===== src/rtl/lock_code_store.sv =====
// Keypad code storage and comparison engine for the combination lock.
// Optional idle auto-clear of a partial entry is enabled with `define LOCK_ENTRY_TIMEOUT_EN.
module lock_code_store #(
    parameter int DIGIT_W        = 4,
    parameter int NUM_DIGITS     = 4,
    parameter logic [DIGIT_W*NUM_DIGITS-1:0] DEFAULT_CODE = 16'h1234,
    parameter int TIMEOUT_CYCLES = 1000
) (
    input  logic                              clock,
    input  logic                              reset,
    input  logic [DIGIT_W-1:0]                digit_in,
    input  logic                              digit_valid,
    input  logic                              clear,
    input  logic                              enter,
    input  logic                              change,
    input  logic                              enable,
    output logic                              Compare,
    output logic                              entry_full,
    output logic [$clog2(NUM_DIGITS+1)-1:0]   entry_count
);

    localparam int CODE_W = DIGIT_W * NUM_DIGITS;
    localparam int CNT_W  = $clog2(NUM_DIGITS + 1);
    localparam logic [CNT_W-1:0] FULL_COUNT = CNT_W'(NUM_DIGITS);

    logic [CODE_W-1:0] entry_buf;
    logic [CODE_W-1:0] stored_code;
    logic [CODE_W-1:0] next_entry_buf;
    logic [CODE_W-1:0] stored_code_next;
    logic [CNT_W-1:0]  next_count;
    logic              next_full;
    logic              clear_all;
    logic              accept;
    logic              load;
    logic              timeout_hit;

    // Load looks at the pre-clear buffer, so a change+enable edge commits the entry before it is wiped.
    always_comb begin
        clear_all        = clear || enter || change || timeout_hit;
        load             = enable && entry_full;
        accept           = digit_valid && !clear_all && (entry_count != FULL_COUNT);
        stored_code_next = load ? entry_buf : stored_code;
        next_entry_buf   = entry_buf;
        next_count       = entry_count;
        if (clear_all) begin
            next_entry_buf = '0;
            next_count     = '0;
        end else if (accept) begin
            next_entry_buf = {entry_buf[CODE_W-DIGIT_W-1:0], digit_in};
            next_count     = entry_count + CNT_W'(1);
        end
        next_full = (next_count == FULL_COUNT);
    end

    always_ff @(posedge clock) begin
        if (reset) begin
            entry_buf   <= '0;
            stored_code <= DEFAULT_CODE;
            entry_count <= '0;
            entry_full  <= 1'b0;
            Compare     <= 1'b0;
        end else begin
            entry_buf   <= next_entry_buf;
            stored_code <= stored_code_next;
            entry_count <= next_count;
            entry_full  <= next_full;
            Compare     <= next_full && (next_entry_buf == stored_code_next);
        end
    end

`ifdef LOCK_ENTRY_TIMEOUT_EN
    localparam int IDLE_W = $clog2(TIMEOUT_CYCLES + 1);

    logic [IDLE_W-1:0] idle_cnt;
    logic              idle_running;

    assign idle_running = (entry_count != '0) && (entry_count != FULL_COUNT);
    assign timeout_hit  = idle_running && (idle_cnt == IDLE_W'(TIMEOUT_CYCLES - 1));

    // Idle time is only measured for a partial entry; any digit or clear restarts it.
    always_ff @(posedge clock) begin
        if (reset) begin
            idle_cnt <= '0;
        end else if (accept || clear_all || !idle_running) begin
            idle_cnt <= '0;
        end else begin
            idle_cnt <= idle_cnt + IDLE_W'(1);
        end
    end
`else
    logic unused_timeout;

    assign timeout_hit    = 1'b0;
    assign unused_timeout = (TIMEOUT_CYCLES > 0);
`endif

endmodule


===== config.mk =====
export PLATFORM = sky130hd
export DESIGN_NAME = lock_code_store
export DESIGN_NICKNAME = d
export VERILOG_FILES = /design/src/rtl/lock_code_store.sv
export SDC_FILE = /design/constraint.sdc
export NUM_CORES = 1
export LEC_CHECK = 0
export ABC_AREA = 0
export CAP_MARGIN = 20
export CORE_UTILIZATION = 30
export DETAILED_ROUTE_END_ITERATION = 10
export PLACE_DENSITY = 0.55
export REMOVE_ABC_BUFFERS = 1
export SYNTH_ARGS = -nofsm -noshare
export SYNTH_HDL_FRONTEND = slang
export SYNTH_SLANG_ARGS = --single-unit

===== constraint.sdc =====
create_clock -name clock -period 6.22 [get_ports clock]
set_clock_uncertainty 0.05 [all_clocks]
set_input_delay 1.244 -clock clock [delete_from_list [all_inputs] [get_ports clock]]
set_output_delay 1.244 -clock clock [all_outputs]
set_load 0.02 [all_outputs]

==> out/qor.txt, run 1 <==
DP Cell Count: 401
Hold path cells: 2
Vias in the first global route: 2078
Maxcap violations: 0
Status: finished clean
CP Data Required Time: 6380 ps
Max transition margin: 0.2978
CP max-delay cell: and2_1
Sequential share of the synthesized area: 0.3156
Worst Tran Pin Value: 1053 ps
Post-CTS Resized: 0
Routed wire length: 6495 um
Drt wl/cell: 15.88 um
Netlist Area Pre-Place: 2347 um2
Total number of vias: 2384
Peak supply drop: 0.08280 mV
Final worst slack: 2104 ps
Root Buffer: clkbuf_8
Top FF cell, synth: dfxtp_1
Pins Over Slew Limit: 0
Static leakage: 0.8545 nW
Most frequent cells in the layout: 53 x nand2_1, 37 x dfxtp_1, 33 x a21oi_1, 23 x nor3_1, 18 x o22ai_1
Commonest non-fill, non-tap cell in the layout: nand2_1
Clock transition at the registers of the reported paths: 80 ps
HP Class: reg2reg
Initial antenna violation count: 0
Reg2Reg Depth: 7
Synthesized area per cell: 7.381 um2
First-pass GRT wire length: 10780 um
CTS Buf Count: 5
# DRC: 0
Max incr delay on CP: 890 ps
Final setup TNS: 0 ps
RSZ-0062 raised after global routing: false
Part of the cycle the worst path needs: 0.6618
Row count: 31
Iter 0 DRT Violations: 183
Share of post-route cells with drive strength above 1: 0.05484
Final worst path period need: 4116 ps
Final non-filler cell total: 409
Worst slack, placed: 1835 ps
Skew-Pair Late Insertion Delay: 290 ps
Critical path endpoint category: register
Max Freq: 0.2429 GHz
Area leader, netlist: dfxtp_1
Synth top area share: 0.3156
Flop and latch count out of synthesis: 37
DRT Pass-1 Iters: 5
Hold Vio Cnt, Final: 0
Cts hold-fix bufs: 0
CTS tree: yes
RePlAce Congestion: 0.7645
Worst setup path class: in2reg
Global route overflow: 0
Cell variety after synth: 49
Starting Density: 0.3168
Clock Path Buffers: 2
Die area: 8182 um2
Yosys warns: 0
N_diodes: 0
Ranking of synthesized cells by area: dfxtp_1 32%, nand2_1 8.5%, a21oi_1 7.0%
CTS sink count: 37
Number of enable flip-flop cells after synthesis: 0
# H-tree levels: 2
Post-DP HPWL: 4054 um
Synthesized instance count: 318
Setup violators final: 0
# nets final: 322
Area Growth Syn to Fin: 9.328%
Largest net degree at the start of global routing: 44
CP max FO: 28
Ports: 16
Crit start category: primary input
Core ar.: 7408 um2
Post-CTS setup buffer count: 0
Die height: 90.46 um
Worst Path Arrival: 4270 ps
Total GRT Usage: 0.1616
Crit path cell chain: clkdlybuf4s50_1, and2_1, buf_4, o22ai_1, a2111oi_0, a31oi_1, or3_1, nor4_2
Pwr Density: 172.8 nW/um2
Die W: 90.46 um
Asr flop ratio synth: 0
Post-route ant nets: 0
I/O Buffers: 15
Vias per inst: 5.829
[power breakdown]
part           internal [mW]  switching [mW]  total, mW
clock                 0.0798          0.0856      0.165
combinational         0.0145          0.0256     0.0401
sequential             0.237        0.000869      0.238
[kinds of logic after synthesis]
logic type | synth area share
buffers and inverters | 0.08635
AND/OR/NAND/NOR | 0.2596
multiplexers | 0.02559
adder cells (fa/ha/maj) | 0.01066
AO/OA/AOI/OAI | 0.3022
flip-flops | 0.3156
[cell usage after synthesis, types with 2 or more instances]
| library cell | instances |
|---|---|
| buf_4 | 4 |
| ha_1 | 2 |
| or4_1 | 2 |
| o21ai_0 | 2 |
| a221oi_1 | 4 |
| a21oi_1 | 33 |
| and3b_1 | 2 |
| mux2i_1 | 6 |
| o22a_1 | 6 |
| and2_1 | 3 |
| a2111oi_0 | 3 |
| clkbuf_1 | 16 |
| inv_1 | 6 |
| dfxtp_1 | 37 |
| a22oi_1 | 9 |
| o21bai_1 | 4 |
| nor4_1 | 7 |
| a31oi_1 | 7 |
| nand3_1 | 13 |
| nand2_1 | 53 |
| or3_1 | 2 |
| nor4_2 | 2 |
| buf_2 | 13 |
| o31ai_1 | 2 |
| o221ai_1 | 3 |
| clkbuf_2 | 2 |
| nor3_1 | 23 |
| nor2_1 | 14 |
| o22ai_1 | 18 |
[sequential cells by signal (all words and copies together) (netlist names)]
| name | count |
|---|---|
| stored_code | 16 |
| entry_full | 1 |
| entry_count | 3 |
| entry_buf | 16 |
| Compare | 1 |
[layer usage]
metal / part of all wire / GRT usage
met2: 0.44 / 0.2354
met3: 0.043 / 0.02694
met5: 0 / 0
met4: 0.011 / 0.05780
met1: 0.50 / 0.2367
[final timing paths]
kind         slack (ps)         endpoint             from
max                2100          Compare           enable
min                 440  stored_code[10]  stored_code[10]
max reg2reg        3190          Compare       entry_full
min reg2reg         440  stored_code[10]  stored_code[10]
[critical path: cells and delay by family]
kind,cells,cell delay (ps)
simple gates,3,1420
buf+inv,2,1010
compound gates,3,600
[metrics by stage]
stage                     power (mW)    util  instance area [um2]  hold slack [ps]
after floorplan               0.2631       -                 2167            403.6
after global placement        0.2829  0.3356                 2486            428.1
after detailed placement      0.2831  0.3356                 2486            433.8
after CTS                     0.4512  0.3464                 2566            443.9
after global routing          0.4658  0.3464                 2566            466.5
final                         0.4434  0.3464                 2566            440.6
[cell type report]
| class | instances | area (um2) |
|---|---|---|
| fill | 781 | 4842 |
| inverter | 6 | 22.52 |
| timing repair buffer | 21 | 195.2 |
| clock buffer | 8 | 80.08 |
| sequential | 37 | 740.7 |
| tap | 99 | 123.9 |
| multi-input combinational | 238 | 1404 |
(Power assumes the default switching activity.)
==> run 2, diff against run 1 <==
==> constraint.sdc (replaced) <==
create_clock -name clock -period 3.8 [get_ports clock]
set_clock_uncertainty 0.05 [all_clocks]
set_input_delay 0.76 -clock clock [delete_from_list [all_inputs] [get_ports clock]]
set_output_delay 0.76 -clock clock [all_outputs]
set_load 0.02 [all_outputs]
==> run 2 against run 1 <==
Cell count is 2.7% higher. Die area did not move. First-iteration DRC count down 11%. Non-clock buffer count rose by 11. Sequential power rose by 63%. Setup slack lost 1300 ps. Clock power increased by 120%. Hold slack improved by 6.6 ps. Utilization is 1.8 points higher. Global-route usage fell by 0.27 points. Wire length fell by 0.52%. Combinational power rose by 81%. Critical path type unchanged. Largest cell class unchanged. Largest power group unchanged.
==> out/qor.txt, run 2 (synthesis gave the netlist of run 1 again) <==
Total GRT Usage: 0.1589
CTS tree: yes
Share of post-route cells with drive strength above 1: 0.09346
Total number of vias: 2383
Die W: 90.46 um
Sw power: 0.1965 mW
Critical path endpoint category: register
Vias in the first global route: 2050
Multi-input combinational cell area: 1404 um2
# fillers: 788
FF+latch area: 740.7 um2
Iter 0 DRT Violations: 162
RePlAce Congestion: 0.8702
Global route overflow: 0
I/O Buffers: 15
Final non-filler cell total: 420
Post-DP HPWL: 4237 um
Final worst slack: 797.9 ps
DP Cell Count: 412
Skew-Pair Late Insertion Delay: 300 ps
Peak supply drop: 0.1646 mV
Area Growth Syn to Fin: 14.93%
Max incr delay on CP: 550 ps
Kind of cell adding the most delay to the critical path: simple AND/OR/NAND/NOR gates
R2r setup slk: 1200 ps
Worst setup path class: in2reg
CTS sink count: 37
Crit path cell chain: clkdlybuf4s50_1, or3_1, nor2_1, buf_4, a22oi_1, a31oi_1, or4_1, nor4_2
CTS Buf Count: 5
Part of the cycle the worst path needs: 0.7900
Root Buffer: clkbuf_8
Post-route cell area: 2698 um2
HP Class: reg2reg
Crit start category: primary input
Largest regs: entry_buf: 16 flops, stored_code: 16 flops, entry_count: 3 flops
Hold Path End: stored_code[10]
Most frequent cells in the layout: 53 x nand2_1, 37 x dfxtp_1, 33 x a21oi_1, 23 x nor3_1, 18 x o22ai_1
Commonest non-fill, non-tap cell in the layout: nand2_1
Die height: 90.46 um
Hold Vio Cnt, Final: 0
Int Power: 0.6319 mW
Die area: 8182 um2
RSZ-0062 raised after global routing: false
Post-CTS Resized: 0
Ports: 16
Worst Tran Pin Value: 665.3 ps
Static leakage: 0.9316 nW
CP bufs+invs: 2
Placed cell area: 2581 um2
First-pass GRT wire length: 10510 um
Reg power frac: 0.470
CP max-delay cell: or3_1
Pwr Density: 307.1 nW/um2
Starting Density: 0.3168
Worst slack, placed: 511.9 ps
Cts hold-fix bufs: 0
# H-tree levels: 2
CP max FO: 18
N_diodes: 0
Layout Utilization: 0.3641
WHS: 447.1 ps
Clock transition at the registers of the reported paths: 80 ps
Total Power: 0.8284 mW
Worst Path Arrival: 3170 ps
DRT Pass-1 Iters: 4
Combinational share of power: 0.088
Max transition margin: 0.5565
Hold path cells: 2
Clock Path Buffers: 2
Worst reg2reg path startpoint: entry_count[0]
Maxcap violations: 0
Final setup TNS: 0 ps
Max Freq: 0.3331 GHz
Largest net degree at the start of global routing: 28
Setup violators final: 0
Reg2Reg Depth: 9
Worst r2r dst: Compare
Drt wl/cell: 15.38 um
Row count: 31
Clock share of power: 0.443
Status: finished clean
Initial antenna violation count: 0
Final worst path period need: 3002 ps
# DRC: 0
Post-CTS setup buffer count: 0
Post-route ant nets: 0
Pins Over Slew Limit: 0
Core ar.: 7408 um2
Sw Ratio: 0.2372
Vias per inst: 5.674
Min-delay src: stored_code[10]
CP Data Required Time: 3970 ps
# nets final: 333
Routed wire length: 6461 um
==> run 2: changes by cell type in the layout (fill, tap and decap cells not counted) <==
cell,delta
bufinv_16,+1
clkbuf_1,-2
buf_4,+10
buf_12,+1
clkbuf_8,+1
==> run 2: worst reg2reg max path: stages (launching register included) <==
cell and delay, ps:
dfxtp_1 400, inv_1 90, ha_1 260, a21boi_4 380, nor2_1 80, buf_4 210
a22oi_1 190, a31oi_1 110, or4_1 540, nor4_2 210
==> run 2: area by class of cell <==
cell class / instances / area share
Sequential cell: 37 / 0.2746
Timing Repair Buffer: 32 / 0.1076
Inverter: 6 / 0.008349
Multi-Input combinational cell: 238 / 0.5204
Clock inverter: 1 / 0.01113
Clock buffer: 7 / 0.03200
Tap cell: 99 / 0.04592
==> run 2: worst max-delay path by stage <==
stage | cells past startpoint | to | startpoint
after floorplan | 6 | Compare | digit_valid
after global placement | 8 | Compare | clear
after detailed placement | 8 | Compare | clear
after CTS | 8 | Compare | clear
after global routing | 8 | Compare | enter
final | 8 | Compare | enter
==> run 2: power by group through the flow <==
| stage | Combinational (mW) | Clock, mW | Sequential [mW] |
|---|---|---|---|
| after global placement | 0.0716 | 0 | 0.399 |
| final | 0.0725 | 0.367 | 0.389 |
| after CTS | 0.0723 | 0.373 | 0.389 |
| after detailed placement | 0.0720 | 0 | 0.398 |
| after floorplan | 0.0324 | 0 | 0.398 |
| after global routing | 0.0789 | 0.394 | 0.390 |
==> run 2: routing by layer <==
layer | GRT usage | wire, um
met1 | 0.2269 | 3159
met2 | 0.2405 | 2841
met3 | 0.02441 | 386
met4 | 0.05645 | 73
met5 | 0 | 0
==> run 3, diff against run 2 <==
--- a/config.mk
+++ b/config.mk
@@ -9,7 +9,7 @@
 export CAP_MARGIN = 20
 export CORE_UTILIZATION = 30
 export DETAILED_ROUTE_END_ITERATION = 10
-export PLACE_DENSITY = 0.55
+export PLACE_DENSITY = 0.57
 export REMOVE_ABC_BUFFERS = 1
 export SYNTH_ARGS = -nofsm -noshare
 export SYNTH_HDL_FRONTEND = slang
==> constraint.sdc (replaced) <==
create_clock -name clock -period 2.45 [get_ports clock]
set_clock_uncertainty 0.05 [all_clocks]
set_input_delay 0.49 -clock clock [delete_from_list [all_inputs] [get_ports clock]]
set_output_delay 0.49 -clock clock [all_outputs]
set_load 0.02 [all_outputs]
==> run 3 against run 2 <==
Setup slack got worse by 730 ps. Sequential power rose by 55%. Via count rose by 8.6%. First-iteration DRC count rose by 34%. Clock-buffer cell count did not move. Utilization rose by 5.5 points. Critical endpoint unchanged. Largest cell class unchanged.
==> out/qor.txt, run 3 (synthesis gave the netlist of run 1 again) <==
Status: finished clean
N_diodes: 0
Worst Tran Pin Value: 481.8 ps
CP Data Required Time: 2610 ps
Max transition margin: 0.6705
Row count: 31
Clock Path Buffers: 2
CP max FO: 5
# DRC: 0
Global route overflow: 0
Starting Density: 0.3168
HP Class: reg2reg
Die W: 90.46 um
CTS tree: yes
Largest net degree at the start of global routing: 24
Post-route ant nets: 0
# nets final: 376
Pwr Density: 384.1 nW/um2
Ports: 16
RePlAce Congestion: 0.8531
Worst Path Arrival: 2540 ps
First-pass GRT wire length: 11280 um
Routed wire length: 7041 um
Total Power: 1.192 mW
# H-tree levels: 2
Drt wl/cell: 15.24 um
Maxcap violations: 0
Area Growth Syn to Fin: 32.20%
Commonest non-fill, non-tap cell in the layout: nand2_1
Setup violators final: 0
Worst setup path class: in2reg
Pins Over Slew Limit: 0
Total GRT Usage: 0.1702
Core ar.: 7408 um2
Root Buffer: clkbuf_8
DRT Pass-1 Iters: 4
Max Freq: 0.4195 GHz
Most frequent cells in the layout: 53 x nand2_1, 50 x buf_4, 37 x dfxtp_1, 33 x a21oi_1, 23 x nor3_1
Total number of vias: 2587
Share of post-route cells with drive strength above 1: 0.2176
Crit start category: primary input
Skew-Pair Late Insertion Delay: 290 ps
Post-DP HPWL: 4757 um
Cts hold-fix bufs: 0
Initial antenna violation count: 0
# fillers: 759
Vias in the first global route: 2286
CTS sink count: 37
Peak supply drop: 0.2311 mV
Critical path endpoint category: register
Largest regs: entry_buf: 16 flops, stored_code: 16 flops, entry_count: 3 flops
Hold Vio Cnt, Final: 0
Die area: 8182 um2
Part of the cycle the worst path needs: 0.9729
Static leakage: 1.171 nW
Clock transition at the registers of the reported paths: 70 ps
Iter 0 DRT Violations: 217
Die height: 90.46 um
I/O Buffers: 15
Final worst path period need: 2384 ps
Final setup TNS: 0 ps
CTS Buf Count: 5
Vias per inst: 5.600
[run 3: cell types whose count changed in the layout (fill, tap and decap cells not counted), moves of 4 or more]
cell	previous run	this run
buf_6	0	5
clkdlybuf4s50_1	15	11
buf_4	16	50
buf_12	1	5
[run 3: cell type report]
cell class / instances / area, um2 / area share
tap: 99 / 123.9 / 0.03992
timing repair buffer: 75 / 684.4 / 0.2206
sequential: 37 / 740.7 / 0.2387
multi-input combinational: 238 / 1445 / 0.4657
inverter: 6 / 22.52 / 0.007258
clock buffer: 7 / 86.33 / 0.02782
[run 3: worst paths after layout]
kind	startpoint	end	slack, ps	depth (start not counted)
max	change	Compare	70	7
min	entry_buf[15]	entry_buf[15]	440	2
max reg2reg	entry_count[0]	Compare	130	9
min reg2reg	entry_buf[15]	entry_buf[15]	440	2
[run 3: what timing repair did]
item / CTS / global route
gates resized for setup: 5 / 16
gates cloned: 0 / 1
endpoints found under the setup margin: 1 / 1
pin swaps: 1 / 2
setup buffers: 0 / 2
[run 3: routing by layer]
layer  vias to the layer above  track usage  part of all wire
met5                         -            0                 0
met4                         0      0.03898             0.012
met3                        10      0.03620             0.050
met2                        88       0.2634              0.46
met1                      1227       0.2405              0.48
li1                       1262            -                 -
[run 3: worst max-delay path, stage by stage]
cell and delay, ps:
clkdlybuf4s50_1 430, or3_4 360, buf_4 180, nor4_2 260, a31oi_1 70, or4_1 550
nor4_2 200
[run 3: stage by stage]
stage	worst slack [ps]	hold slack, ps	cells	util	instance area [um2]
global route	-23.22	476.1	462	0.4188	3103
floorplan	-500.4	403.6	281	-	2167
finish	66.48	439.1	462	0.4188	3103
global placement	-297.4	420.1	452	0.3940	2919
detailed placement	-353.7	430.5	452	0.3940	2919
CTS	18.93	440.1	459	0.4065	3012
[run 3: report_power, final]
part / switching [mW] / internal (mW)
Sequential: 0.00194 / 0.602
Combinational: 0.0756 / 0.0715
Clock: 0.217 / 0.223
Total: 0.295 / 0.897
